**config.mk**
```make
export PLATFORM = sky130hd
export DESIGN_NAME = uart_cmd_responder
export DESIGN_NICKNAME = d
export VERILOG_FILES = /design/src/rtl/uart_proto_pkg.sv /design/src/rtl/uart_resp_tx_seq.sv /design/src/rtl/uart_cmd_responder.sv
export SDC_FILE = /design/constraint.sdc
export NUM_CORES = 1
export LEC_CHECK = 0
export BUFFER_PORTS_ARGS = -buffer_cell sky130_fd_sc_hd__buf_2
export CAP_MARGIN = 20
export CORE_MARGIN = 1.5
export CORE_UTILIZATION = 40
export CTS_CLUSTER_SIZE = 30
export DETAILED_ROUTE_END_ITERATION = 10
export PLACE_DENSITY = 0.57
export SYNTH_ARGS = -nofsm -noshare
export SYNTH_HDL_FRONTEND = slang
export SYNTH_HIERARCHICAL = 1
export SYNTH_SLANG_ARGS = --single-unit
```
**constraint.sdc**
```tcl
create_clock -name clk -period 5.2 [get_ports clk]
set_input_delay 0.52 -clock clk [delete_from_list [all_inputs] [get_ports clk]]
set_output_delay 0.52 -clock clk [all_outputs]
set_load 0.03 [all_outputs]
```
**src/rtl/uart_proto_pkg.sv**
```systemverilog
// Shared definitions for the UART register-access protocol.
// Host-side test models import the same command codes, markers and response lengths.
package uart_proto_pkg;

    localparam logic [7:0] SYNC_DEFAULT = 8'hA5;
    localparam logic [7:0] ACK_DEFAULT  = 8'h5A;
    localparam logic [7:0] NAK_DEFAULT  = 8'hEE;

    localparam logic [7:0] CMD_WRITE = 8'h01;
    localparam logic [7:0] CMD_READ  = 8'h02;

    localparam logic [1:0] LEN_WR_ACK = 2'd2;
    localparam logic [1:0] LEN_RD_ACK = 2'd3;
    localparam logic [1:0] LEN_NAK    = 2'd2;

    typedef enum logic [2:0] {
        ST_IDLE,
        ST_GET_CMD,
        ST_GET_ADDR,
        ST_GET_DATA,
        ST_GET_CHK,
        ST_EXEC,
        ST_RD_WAIT,
        ST_RESP
    } parse_state_t;

    typedef enum logic [1:0] {
        TX_IDLE,
        TX_SEND,
        TX_HI,
        TX_LO
    } tx_state_t;

    // Only a WRITE frame carries a data byte; every other command folds in zero.
    function automatic logic [7:0] frame_chk(input logic [7:0] cmd,
                                             input logic [7:0] addr,
                                             input logic [7:0] data);
        return cmd ^ addr ^ ((cmd == CMD_WRITE) ? data : 8'h00);
    endfunction

    function automatic logic [7:0] sat_inc8(input logic [7:0] val);
        return (val == 8'hFF) ? 8'hFF : val + 8'd1;
    endfunction

endpackage

```
**src/rtl/uart_resp_tx_seq.sv**
```systemverilog
// Response byte sequencer: hands up to three buffered bytes to the UART transmitter,
// one write strobe per byte, pacing on the transmitter busy handshake.
module uart_resp_tx_seq
    import uart_proto_pkg::*;
(
    input  logic       clk,
    input  logic       rst,
    input  logic       start,
    input  logic [1:0] len,
    input  logic [7:0] byte0,
    input  logic [7:0] byte1,
    input  logic [7:0] byte2,
    input  logic       tx_busy_i,
    output logic       tx_wr_o,
    output logic [7:0] tx_dat_o,
    output logic       done
);

    tx_state_t       state;
    logic [2:0][7:0] byte_buf;
    logic [1:0]      idx;
    logic [1:0]      len_q;

    always_ff @(posedge clk) begin
        if (rst) begin
            state    <= TX_IDLE;
            byte_buf <= '0;
            idx      <= 2'd0;
            len_q    <= 2'd0;
            tx_wr_o  <= 1'b0;
            tx_dat_o <= 8'h00;
            done     <= 1'b0;
        end else begin
            tx_wr_o <= 1'b0;
            done    <= 1'b0;
            case (state)
                TX_IDLE: begin
                    if (start) begin
                        byte_buf <= {byte2, byte1, byte0};
                        len_q    <= len;
                        idx      <= 2'd0;
                        state    <= TX_SEND;
                    end
                end
                TX_SEND: begin
                    if (!tx_busy_i) begin
                        tx_wr_o  <= 1'b1;
                        tx_dat_o <= byte_buf[idx];
                        state    <= TX_HI;
                    end
                end
                TX_HI: begin
                    if (tx_busy_i) begin
                        state <= TX_LO;
                    end
                end
                TX_LO: begin
                    if (!tx_busy_i) begin
                        if (idx == len_q - 2'd1) begin
                            done  <= 1'b1;
                            state <= TX_IDLE;
                        end else begin
                            idx   <= idx + 2'd1;
                            state <= TX_SEND;
                        end
                    end
                end
                default: state <= TX_IDLE;
            endcase
        end
    end

endmodule

```
**src/rtl/uart_cmd_responder.sv**
```systemverilog
// Slave end of the host register-access protocol over the UART byte link:
// parses WRITE/READ frames, drives the register bus, answers with ACK/NAK frames.
//
//  state       | meaning
//  ST_IDLE     | hunting for SYNC, other bytes dropped
//  ST_GET_CMD  | waiting for command byte
//  ST_GET_ADDR | waiting for address byte
//  ST_GET_DATA | waiting for write data byte (WRITE only)
//  ST_GET_CHK  | waiting for checksum; bus strobe issued on the way out
//  ST_EXEC     | choose response, count NAKs
//  ST_RD_WAIT  | latch read data returned by the register block
//  ST_RESP     | response sequencer running, incoming bytes dropped
module uart_cmd_responder
    import uart_proto_pkg::*;
#(
    parameter logic [7:0]  SYNC_BYTE      = SYNC_DEFAULT,
    parameter logic [7:0]  ACK_BYTE       = ACK_DEFAULT,
    parameter logic [7:0]  NAK_BYTE       = NAK_DEFAULT,
    parameter int unsigned TIMEOUT_CYCLES = 5000000
) (
    input  logic       clk,
    input  logic       rst,
    input  logic       rx_busy_i,
    input  logic [7:0] rx_byte_i,
    input  logic       tx_busy_i,
    output logic       tx_wr_o,
    output logic [7:0] tx_dat_o,
    output logic [7:0] reg_addr_o,
    output logic [7:0] reg_wdata_o,
    output logic       reg_we_o,
    output logic       reg_re_o,
    input  logic [7:0] reg_rdata_i,
    output logic       busy_o,
    output logic [7:0] err_cnt_o
);

    localparam int unsigned     TMO_W    = $clog2(TIMEOUT_CYCLES);
    localparam logic [TMO_W-1:0] TMO_LOAD = TMO_W'(TIMEOUT_CYCLES - 1);

    parse_state_t     state;
    logic             rx_busy_q;
    logic             rx_stb;
    logic [TMO_W-1:0] tmo_cnt;
    logic             in_get;
    logic             tmo_hit;
    logic [7:0]       cmd_q;
    logic [7:0]       addr_q;
    logic [7:0]       data_q;
    logic             cmd_known;
    logic             chk_ok;
    logic             exec_ok;
    logic             tx_start;
    logic [1:0]       resp_len;
    logic [7:0]       resp_b0;
    logic [7:0]       resp_b1;
    logic [7:0]       resp_b2;
    logic             tx_done;

    assign rx_stb    = rx_busy_q & ~rx_busy_i;
    assign in_get    = (state == ST_GET_CMD) || (state == ST_GET_ADDR) ||
                       (state == ST_GET_DATA) || (state == ST_GET_CHK);
    // A byte landing on the expiry cycle wins and reloads the timer.
    assign tmo_hit   = in_get && !rx_stb && (tmo_cnt == '0);
    assign cmd_known = (cmd_q == CMD_WRITE) || (cmd_q == CMD_READ);
    assign chk_ok    = cmd_known && (frame_chk(cmd_q, addr_q, data_q) == rx_byte_i);

    always_ff @(posedge clk) begin
        if (rst) begin
            state       <= ST_IDLE;
            rx_busy_q   <= 1'b0;
            tmo_cnt     <= '0;
            cmd_q       <= 8'h00;
            addr_q      <= 8'h00;
            data_q      <= 8'h00;
            exec_ok     <= 1'b0;
            reg_addr_o  <= 8'h00;
            reg_wdata_o <= 8'h00;
            reg_we_o    <= 1'b0;
            reg_re_o    <= 1'b0;
            busy_o      <= 1'b0;
            err_cnt_o   <= 8'h00;
            tx_start    <= 1'b0;
            resp_len    <= 2'd0;
            resp_b0     <= 8'h00;
            resp_b1     <= 8'h00;
            resp_b2     <= 8'h00;
        end else begin
            rx_busy_q <= rx_busy_i;
            reg_we_o  <= 1'b0;
            reg_re_o  <= 1'b0;
            tx_start  <= 1'b0;

            if (rx_stb) begin
                tmo_cnt <= TMO_LOAD;
            end else if (in_get && tmo_cnt != '0) begin
                tmo_cnt <= tmo_cnt - 1'b1;
            end

            if (tmo_hit) begin
                state     <= ST_IDLE;
                busy_o    <= 1'b0;
                err_cnt_o <= sat_inc8(err_cnt_o);
            end else begin
                case (state)
                    ST_IDLE: begin
                        if (rx_stb && rx_byte_i == SYNC_BYTE) begin
                            state  <= ST_GET_CMD;
                            busy_o <= 1'b1;
                        end
                    end
                    ST_GET_CMD: begin
                        if (rx_stb) begin
                            cmd_q <= rx_byte_i;
                            state <= ST_GET_ADDR;
                        end
                    end
                    ST_GET_ADDR: begin
                        if (rx_stb) begin
                            addr_q <= rx_byte_i;
                            data_q <= 8'h00;
                            state  <= (cmd_q == CMD_WRITE) ? ST_GET_DATA : ST_GET_CHK;
                        end
                    end
                    ST_GET_DATA: begin
                        if (rx_stb) begin
                            data_q <= rx_byte_i;
                            state  <= ST_GET_CHK;
                        end
                    end
                    ST_GET_CHK: begin
                        if (rx_stb) begin
                            exec_ok <= chk_ok;
                            if (chk_ok) begin
                                reg_addr_o <= addr_q;
                                if (cmd_q == CMD_WRITE) begin
                                    reg_wdata_o <= data_q;
                                    reg_we_o    <= 1'b1;
                                end else begin
                                    reg_re_o <= 1'b1;
                                end
                            end
                            state <= ST_EXEC;
                        end
                    end
                    ST_EXEC: begin
                        if (!exec_ok) begin
                            resp_b0   <= NAK_BYTE;
                            resp_b1   <= cmd_q;
                            resp_b2   <= 8'h00;
                            resp_len  <= LEN_NAK;
                            tx_start  <= 1'b1;
                            err_cnt_o <= sat_inc8(err_cnt_o);
                            state     <= ST_RESP;
                        end else if (cmd_q == CMD_READ) begin
                            state <= ST_RD_WAIT;
                        end else begin
                            resp_b0  <= ACK_BYTE;
                            resp_b1  <= 8'h00;
                            resp_b2  <= 8'h00;
                            resp_len <= LEN_WR_ACK;
                            tx_start <= 1'b1;
                            state    <= ST_RESP;
                        end
                    end
                    ST_RD_WAIT: begin
                        resp_b0  <= ACK_BYTE;
                        resp_b1  <= reg_rdata_i;
                        resp_b2  <= reg_rdata_i;
                        resp_len <= LEN_RD_ACK;
                        tx_start <= 1'b1;
                        state    <= ST_RESP;
                    end
                    ST_RESP: begin
                        if (tx_done) begin
                            state  <= ST_IDLE;
                            busy_o <= 1'b0;
                        end
                    end
                    default: begin
                        state  <= ST_IDLE;
                        busy_o <= 1'b0;
                    end
                endcase
            end
        end
    end

    uart_resp_tx_seq u_tx_seq (
        .clk       (clk),
        .rst       (rst),
        .start     (tx_start),
        .len       (resp_len),
        .byte0     (resp_b0),
        .byte1     (resp_b1),
        .byte2     (resp_b2),
        .tx_busy_i (tx_busy_i),
        .tx_wr_o   (tx_wr_o),
        .tx_dat_o  (tx_dat_o),
        .done      (tx_done)
    );

endmodule

```
==> impl_metrics.csv, run 1 <==
group,metric,value,unit
clocking,cts.sinks,140,
floorplanning,ios,56,
clocking,path_clk_slew,0.06,ns
timing,min_period,2.78,ns
pwr,ir_worst_vdd,0.258,mV
clocking,htreeDepth,4,
final_layout,regArea,2800,um2
floorplanning,start_util,0.408,
logic_synthesis,synth.area.top_cells,"dfxtp_1, a21oi_1, nand2_1",
timing,period_share,0.535,
global_routing,antenna_found_initial,0,
timing,worst_hold_slack,0.349,ns
timing,worstMarginPinSlew,0.944,ns
floorplanning,die_area,16900,um2
pwr,power.leakage,0.00266,uW
detailed_routing,drc,0,
place,placed_area,6760,um2
final_layout,layout.nets,812,
critical_path,critPathMaxFanout,17,
logic_synthesis,synth_compound_area_frac,0.185,
detailed_routing,antenna_left,0,
timing,fmax,359,MHz
detailed_routing,drt_iter0_drc,317,
final_layout,multi_input_area,3340,um2
place,place_congestion,0.901,
logic_synthesis,yosys.area.top_type_share,0.434,
logic_synthesis,synth.yosys.warnings,6,
global_routing,track_usage,0.198,
logic_synthesis,yosysUniqueCellTypes,79,
logic_synthesis,synthArstFlopShare,0,
final_layout,final_cell_area,7360,um2
logic_synthesis,yosysSeqAreaShare,0.434,
final_layout,drive_gt1_frac,0.137,
timing,finalClockSkew,0.0121,ns
clocking,cts_buffers,17,
logic_synthesis,synthAdderAreaFrac,0.0136,
critical_path,worstSetupPathType,"reg -> reg",
critical_path,worst_ep_arrival_time,3.13,ns
logic_synthesis,synth_top_family_by_area,"simple AND/OR/NAND/NOR gates",
clocking,insertion_delay,0.43,ns
timing,slew_headroom,0.371,
detailed_routing,vias,5529,
final_layout,n_antenna_cell,0,
timing,hold_violations,0,
timing,grt_setup_unrepaired,"false",
detailed_routing,drtPass1Iterations,5,
clocking,cts_resized,0,
run_status,status,"complete, no violations",
timing,fin_setup_tns,0,ns
global_routing,grt_overflow_total,0,
final_layout,synthToLayoutAreaGrowth,13.9,%
place,io_buffers,55,
clocking,cts_tree,"built",
clocking,cts_setup_buffers,0,
critical_path,cp-start-kind,"flop",
logic_synthesis,synthMuxAreaShare,0.0176,
global_routing,grt_start_max_net_pins,78,
logic_synthesis,yosysTopAreaCell,"dfxtp_1",
final_layout,layout_commonest_cell,"dfxtp_1",
floorplanning,core-area,15800,um2
timing,setup_viol,0,
global_routing,grt_pass1_vias,5211,
floorplanning,dieHeight,130,um
critical_path,required,5.55,ns
pwr,p_per_area,342,nW/um2
clocking,ctsLongestPathBuffers,2,
critical_path,end_kind,"flop",
logic_synthesis,yosys.area_share.simple,0.238,
logic_synthesis,avgSynthCellArea,8.54,um2
place,dpl.hpwl,11100,um
logic_synthesis,synth_xor_area_frac,0.0628,
logic_synthesis,netlist_area,6460,um2
timing,slew_violations,0,
detailed_routing,wire_per_inst,15.9,um
worst_hold_path,min_path_type,"in -> reg",
detailed_routing,routed_wl,16100,um
global_routing,grt_pass1_wl,26200,um
flow_run,cap_violations,0,
logic_synthesis,synth_nets,783,
logic_synthesis,synth-edff-count,0,
clocking,cts_hold_buf,0,
final_layout,nFillCells,1531,
clocking,cts-root-buf,"clkbuf_16",
floorplanning,die_w,130,um
logic_synthesis,syn_inst,756,
logic_synthesis,synth.ff_latch_count,140,
logic_synthesis,synthFlopType,"dfxtp_1",
detailed_routing,vias_per_cell,5.45,
floorplanning,num_rows,46,
final_layout,layout_common_cells,"dfxtp_1, nand2_1, a21oi_1, nor2_1, buf_2",
[registers in the layout, indices dropped and copies added, names as in the netlist, 2 cells and up]
| signal | cells |
|---|---|
| tmo_cnt | 23 |
| u_tx_seq/tx_dat_o | 8 |
| resp_b1 | 8 |
| err_cnt_o | 8 |
| u_tx_seq/idx | 2 |
| resp_b0 | 3 |
| cmd_q | 8 |
| resp_b2 | 8 |
| addr_q | 8 |
| u_tx_seq/state | 2 |
| reg_wdata_o | 8 |
| state | 3 |
| u_tx_seq/len_q | 2 |
| data_q | 8 |
| u_tx_seq/byte_buf | 24 |
| reg_addr_o | 8 |
[power breakdown]
part | switching, uW | leakage (uW) | internal (uW)
Sequential | 14.2 | 0.00113 | 1090
Combinational | 132 | 0.00124 | 69.9
Clock | 487 | 0.000287 | 716
[per-stage QoR]
step            util  power (uW)  instances  setup WS (ns)
3_3_place_gp   0.427        1330        981           2.55
6_report       0.465        2510       1014           2.42
2_1_floorplan      -        1270        756           2.90
4_1_cts        0.464        2540       1013           2.46
5_1_grt        0.465        2630       1014           2.23
3_5_place_dp   0.427        1330        981           2.39
[kinds of logic (layout without fill, tap and decap cells)]
group | after synthesis | in the layout
DFF | 140 | 140
adders and majority gates | 7 | 7
and+or+nand+nor | 309 | 309
AOI/OAI and AO/OA | 193 | 193
other | 1 | 1
muxes | 11 | 11
buffers and inverters | 61 | 103
xor gates and xnor gates | 34 | 34
[worst paths after layout]
kind	cells past startpoint	startpoint	slack [ns]	end
worst min register to register	2	resp_len[0]	0.45	u_tx_seq/len_q[0]
worst min-delay path	2	rx_busy_i	0.35	rx_busy_q
worst max register to register	6	cmd_q[0]	2.42	reg_addr_o[2]
worst max-delay path	6	cmd_q[0]	2.42	reg_addr_o[2]
[cells in the mapped netlist (all sizes together), types with 10 or more instances]
library cell and n:
buf 20, inv 11, o21ai 33, nor2b 10, nand2 111, mux2i 11
nor3 11, clkbuf 29, xor2 18, dfxtp 140, nor2 62, nand3 49
a21oi 96
[cell type report]
type | count | share of cell area
clock buffer | 18 | 0.0583
clock inverter | 14 | 0.0213
inverter | 11 | 0.00561
multi-input combinational | 555 | 0.454
sequential | 140 | 0.381
tap | 216 | 0.0367
timing repair buffer | 60 | 0.0429
[layer usage]
| layer | wire length [um] | share of wire | track usage | vias up |
|---|---|---|---|---|
| li1 | - | - | - | 2753 |
| met1 | 7410 | 0.46 | 0.252 | 2631 |
| met2 | 7790 | 0.48 | 0.328 | 116 |
| met3 | 632 | 0.039 | 0.0467 | 29 |
| met4 | 291 | 0.018 | 0.0686 | 0 |
| met5 | 0 | 0 | 0 | - |
[critical path, stage by stage (launching register included)]
cell and delay [ns]:
dfxtp_1 0.49, nor4b_2 0.33, nand2_2 0.20, nor4_1 0.70, o211a_1 0.61, nand3_1 0.17, a21oi_1 0.19
No activity file was read; power rests on OpenSTA's default activity.
==> inputs of run 2 (changes only) <==
--- a/config.mk
+++ b/config.mk
@@ -11,7 +11,7 @@
 export CORE_UTILIZATION = 40
 export CTS_CLUSTER_SIZE = 30
 export DETAILED_ROUTE_END_ITERATION = 10
-export PLACE_DENSITY = 0.57
+export PLACE_DENSITY = 0.59
 export SYNTH_ARGS = -nofsm -noshare
 export SYNTH_HDL_FRONTEND = slang
 export SYNTH_HIERARCHICAL = 1
==> constraint.sdc (replaced) <==
create_clock -name clk -period 2.5 [get_ports clk]
set_input_delay 0.25 -clock clk [delete_from_list [all_inputs] [get_ports clk]]
set_output_delay 0.25 -clock clk [all_outputs]
set_load 0.03 [all_outputs]
==> impl_metrics.csv, run 2 (same netlist as run 1, synthesis figures left out) <==
group,metric,value,unit
detailed_routing,wire_per_inst,16.0,um
clocking,path_clk_slew,0.06,ns
detailed_routing,routed_wl,16600,um
detailed_routing,vias_per_cell,5.42,
floorplanning,start_util,0.408,
global_routing,track_usage,0.204,
timing,setup_viol,0,
global_routing,grt_overflow_total,0,
detailed_routing,drc,0,
timing,grt_setup_unrepaired,"false",
timing,slew_violations,0,
final_layout,largest_reg_flops,24,
pwr,ir_worst_vdd,0.463,mV
critical_path,required,2.80,ns
pwr,p_per_area,709,nW/um2
critical_path,worst_ep_arrival_time,2.72,ns
run_status,status,"complete, no violations",
floorplanning,die_area,16900,um2
detailed_routing,vias,5636,
timing,worstMarginPinSlew,0.843,ns
floorplanning,dieHeight,130,um
clocking,cts-root-buf,"clkbuf_16",
floorplanning,die_w,130,um
critical_path,cp-start-kind,"flop",
critical_path,worstSetupPathType,"reg -> reg",
flow_run,cap_violations,0,
place,dpl.hpwl,11600,um
final_layout,layout_common_cells,"dfxtp_1, nand2_1, a21oi_1, nor2_1, buf_2",
critical_path,critPathMaxFanout,9,
clocking,cts_buffers,17,
clocking,htreeDepth,4,
worst_hold_path,min_path_type,"in -> reg",
timing,hold_violations,0,
detailed_routing,antenna_left,0,
global_routing,grt_start_max_net_pins,46,
global_routing,grt_pass1_vias,5244,
pwr,power.leakage,0.00281,uW
detailed_routing,drtPass1Iterations,5,
global_routing,antenna_found_initial,0,
global_routing,grt_pass1_wl,26900,um
final_layout,drive_gt1_frac,0.164,
final_layout,layout.nets,839,
timing,slew_headroom,0.435,
final_layout,reg_top3,"u_tx_seq/byte_buf: 24 flops, tmo_cnt: 23 flops",
clocking,cts.sinks,140,
detailed_routing,drt_iter0_drc,412,
floorplanning,num_rows,46,
final_layout,synthToLayoutAreaGrowth,18.1,%
final_layout,n_antenna_cell,0,
final_layout,largest-register,"u_tx_seq/byte_buf",
clocking,cts_tree,"built",
timing,min_period,2.42,ns
critical_path,end_kind,"flop",
timing,period_share,0.967,
timing,fin_setup_tns,0,ns
place,place_congestion,0.883,
clocking,insertion_delay,0.42,ns
floorplanning,ios,56,
floorplanning,core-area,15800,um2
final_layout,final_cell_area,7630,um2
timing,fmax,414,MHz
clocking,ctsLongestPathBuffers,2,
place,placed_area,6990,um2
final_layout,layout_commonest_cell,"dfxtp_1",
timing,finalClockSkew,0.00703,ns
place,io_buffers,55,
==> run 2: cell count changes in the layout (fill, tap and decap cells not counted), moves of 2 or more <==
cell,change
buf_4,+24
inv_6,-6
buf_12,+3
bufinv_16,+2
==> run 2: worst paths after layout <==
kind | start | end | slack [ns] | cells past startpoint
worst max-delay path | cmd_q[2] | reg_addr_o[7] | 0.08 | 9
worst min-delay path | rx_busy_i | rx_busy_q | 0.07 | 2
worst max register to register | cmd_q[2] | reg_addr_o[7] | 0.08 | 9
worst min register to register | resp_b2[6] | u_tx_seq/byte_buf[22] | 0.45 | 2
==> run 2: power breakdown <==
part           switching [uW]  total (uW)  leakage, uW  internal [uW]
Combinational             281         442      0.00139            161
Sequential               29.6        2310      0.00113           2280
Clock                     969        2660     0.000296           1690
Total                    1280        5400      0.00281           4130
==> run 2: cell type report <==
class | count | area (um2)
clock inverters | 11 | 168
well taps | 216 | 270
clock buffers | 20 | 447
flip-flops and latches | 140 | 2800
inverters | 11 | 41.3
multi-input cells | 555 | 3340
repair buffers | 87 | 556
fillers | 1509 | 8200
==> run 2: metal layers <==
| layer | vias up | share of wire | GRT usage |
|---|---|---|---|
| li1 | 2802 | - | - |
| met1 | 2677 | 0.47 | 0.282 |
| met2 | 134 | 0.47 | 0.313 |
| met3 | 23 | 0.045 | 0.0435 |
| met4 | 0 | 0.016 | 0.0791 |
| met5 | - | 0 | 0 |
==> run 2: per-stage QoR <==
step	util	total power, uW	hold WS (ns)	setup slack (ns)	cells
final	0.482	5400	0.0713	0.0833	1040
after global routing	0.482	5600	0.0752	0.00552	1040
after CTS	0.480	5450	0.0541	0.0539	1039
after detailed placement	0.442	2800	0.446	0.0687	1008
after global placement	0.442	2780	0.444	0.195	1008
after floorplan	-	2650	0.378	0.200	756
==> run 2: timing repair <==
item,in CTS,in global routing
setup buffers,0,1
hold buffers,0,0
setup endpoints to repair,0,16
gates resized for setup,0,2
==> run 2: critical path, stage by stage (launching register included) <==
cell,delay [ns]
dfxtp_1,0.33
buf_4,0.15
nor4_1,0.32
buf_4,0.18
nand2_2,0.14
nor4b_1,0.52
o22ai_1,0.21
buf_4,0.20
o21ai_0,0.16
a21oi_1,0.08
==> inputs of run 3 (changes only) <==
--- a/config.mk
+++ b/config.mk
@@ -7,10 +7,12 @@
 export LEC_CHECK = 0
 export BUFFER_PORTS_ARGS = -buffer_cell sky130_fd_sc_hd__buf_2
 export CAP_MARGIN = 20
+export CORE_ASPECT_RATIO = 1.4
 export CORE_MARGIN = 1.5
 export CORE_UTILIZATION = 40
 export CTS_CLUSTER_SIZE = 30
 export DETAILED_ROUTE_END_ITERATION = 10
+export MAX_ROUTING_LAYER = met4
 export PLACE_DENSITY = 0.59
 export SYNTH_ARGS = -nofsm -noshare
 export SYNTH_HDL_FRONTEND = slang
==> impl_metrics.csv, run 3 (same netlist as run 1, synthesis figures left out) <==
group,metric,value,unit
place,dp_slack,-0.0425,ns
pwr,power,5200,uW
clocking,cts_tree,"built",
clocking,ctsLongestPathBuffers,2,
global_routing,grt_pass1_vias,5504,
pwr,ir_worst_vdd,0.318,mV
global_routing,grt_start_max_net_pins,78,
timing,fin_ws,0.171,ns
critical_path,worst_ep_arrival_time,2.60,ns
final_layout,n_antenna_cell,0,
clocking,insertion_delay,0.42,ns
worst_hold_path,hp-start,"reg_rdata_i[1]",
detailed_routing,vias_per_cell,5.52,
clocking,cts_hold_buf,0,
final_layout,largest_reg_flops,24,
floorplanning,start_util,0.412,
critical_path,end_kind,"flop",
place,place_congestion,0.865,
final_layout,synthToLayoutAreaGrowth,17.4,%
detailed_routing,drt_iter0_drc,269,
final_layout,layout_commonest_cell,"dfxtp_1",
critical_path,required,2.77,ns
detailed_routing,vias,5646,
final_layout,layout.nets,840,
final_layout,drive_gt1_frac,0.171,
worst_hold_path,min_path_type,"in -> reg",
timing,period_share,0.932,
timing,slew_violations,0,
critical_path,cp-start-kind,"flop",
detailed_routing,antenna_left,0,
place,post-place-cells,989,
critical_path,crit-reg2reg-launch,"cmd_q[4]",
clocking,cts-root-buf,"clkbuf_16",
timing,finalClockSkew,0.0131,ns
global_routing,antenna_found_initial,0,
detailed_routing,drtPass1Iterations,5,
timing,hold_violations,0,
detailed_routing,wire_per_inst,15.7,um
timing,setup_viol,0,
final_layout,largest-register,"u_tx_seq/byte_buf",
clocking,cts.sinks,140,
floorplanning,ios,56,
flow_run,cap_violations,0,
timing,fin_setup_tns,0,ns
critical_path,critPathMaxFanout,17,
timing,worstMarginPinSlew,0.655,ns
place,dpl.hpwl,11500,um
floorplanning,num_rows,54,
global_routing,grt_overflow_total,0,
pwr,power.leakage,0.00281,uW
final_layout,reg_top3,"u_tx_seq/byte_buf: 24 flops, tmo_cnt: 23 flops",
pwr,p_per_area,687,nW/um2
floorplanning,die_w,110,um
critical_path,cp-startpoint,"cmd_q[4]",
timing,min_period,2.33,ns
floorplanning,die_area,16900,um2
final_layout,layout_common_cells,"dfxtp_1, nand2_1, a21oi_1, nor2_1, buf_2",
timing,fmax,429,MHz
place,io_buffers,55,
clocking,cts_buffers,17,
global_routing,track_usage,0.206,
critical_path,worstSetupPathType,"reg -> reg",
final_layout,nFillCells,1535,
clocking,path_clk_slew,0.06,ns
final_layout,final_cells,1022,
run_status,status,"complete, no violations",
clocking,htreeDepth,4,
final_layout,fin_util,0.484,
floorplanning,core-area,15700,um2
global_routing,grt_pass1_wl,26900,um
detailed_routing,routed_wl,16100,um
floorplanning,dieHeight,153,um
detailed_routing,drc,0,
timing,slew_headroom,0.561,
timing,grt_setup_unrepaired,"false",
-- run 3: metal layers --
metal | wire (um) | global-route usage | share of wire | up-vias
met1 | 6580 | 0.238 | 0.41 | 2662
met2 | 8330 | 0.343 | 0.52 | 150
met3 | 760 | 0.0414 | 0.047 | 29
met4 | 407 | 0.0842 | 0.025 | 0
li1 | - | - | - | 2805
met5 | 0 | - | 0 | -
-- run 3: final timing paths --
check	to	slack, ns	depth (start not counted)
worst max-delay path	reg_addr_o[6]	0.17	6
worst min-delay path	resp_b2[1]	0.10	3
worst max register to register	reg_addr_o[6]	0.17	6
worst min register to register	u_tx_seq/byte_buf[19]	0.45	2
-- run 3: layout make-up --
type | count | area (um2) | share of cell area
inverters | 11 | 41.3 | 0.00545
well taps | 196 | 245 | 0.0324
clock buffers | 19 | 453 | 0.0598
repair buffers | 88 | 551 | 0.0726
flip-flops and latches | 140 | 2800 | 0.370
multi-input cells | 555 | 3360 | 0.443
clock inverters | 13 | 131 | 0.0173
-- run 3: worst max-delay path, stage by stage, from the launching register on --
cell     delay [ns]
dfxtp_1        0.36
or4_1          0.63
o311a_1        0.40
a41o_1         0.27
o211a_4        0.34
nand3_1        0.10
a21oi_1        0.07
-- run 3: metrics by stage --
step           area [um2]  hold slack, ns
3_3_place_gp         6960           0.441
6_report             7580           0.104
2_1_floorplan        6460           0.378
3_5_place_dp         6960           0.447
5_1_grt              7580          0.0986
4_1_cts              7540          0.0875
-- run 3: timing repair --
item,in CTS,in global routing
gates resized for setup,1,3
pin swaps,0,1
setup endpoints to repair,9,16
buffers inserted,0,1
-- run 3: power by group --
part | leakage (uW) | switching [uW] | internal, uW | total (uW)
Combinational | 0.00139 | 274 | 156 | 430
Sequential | 0.00113 | 30.0 | 2280 | 2310
Clock | 0.000289 | 1020 | 1450 | 2470
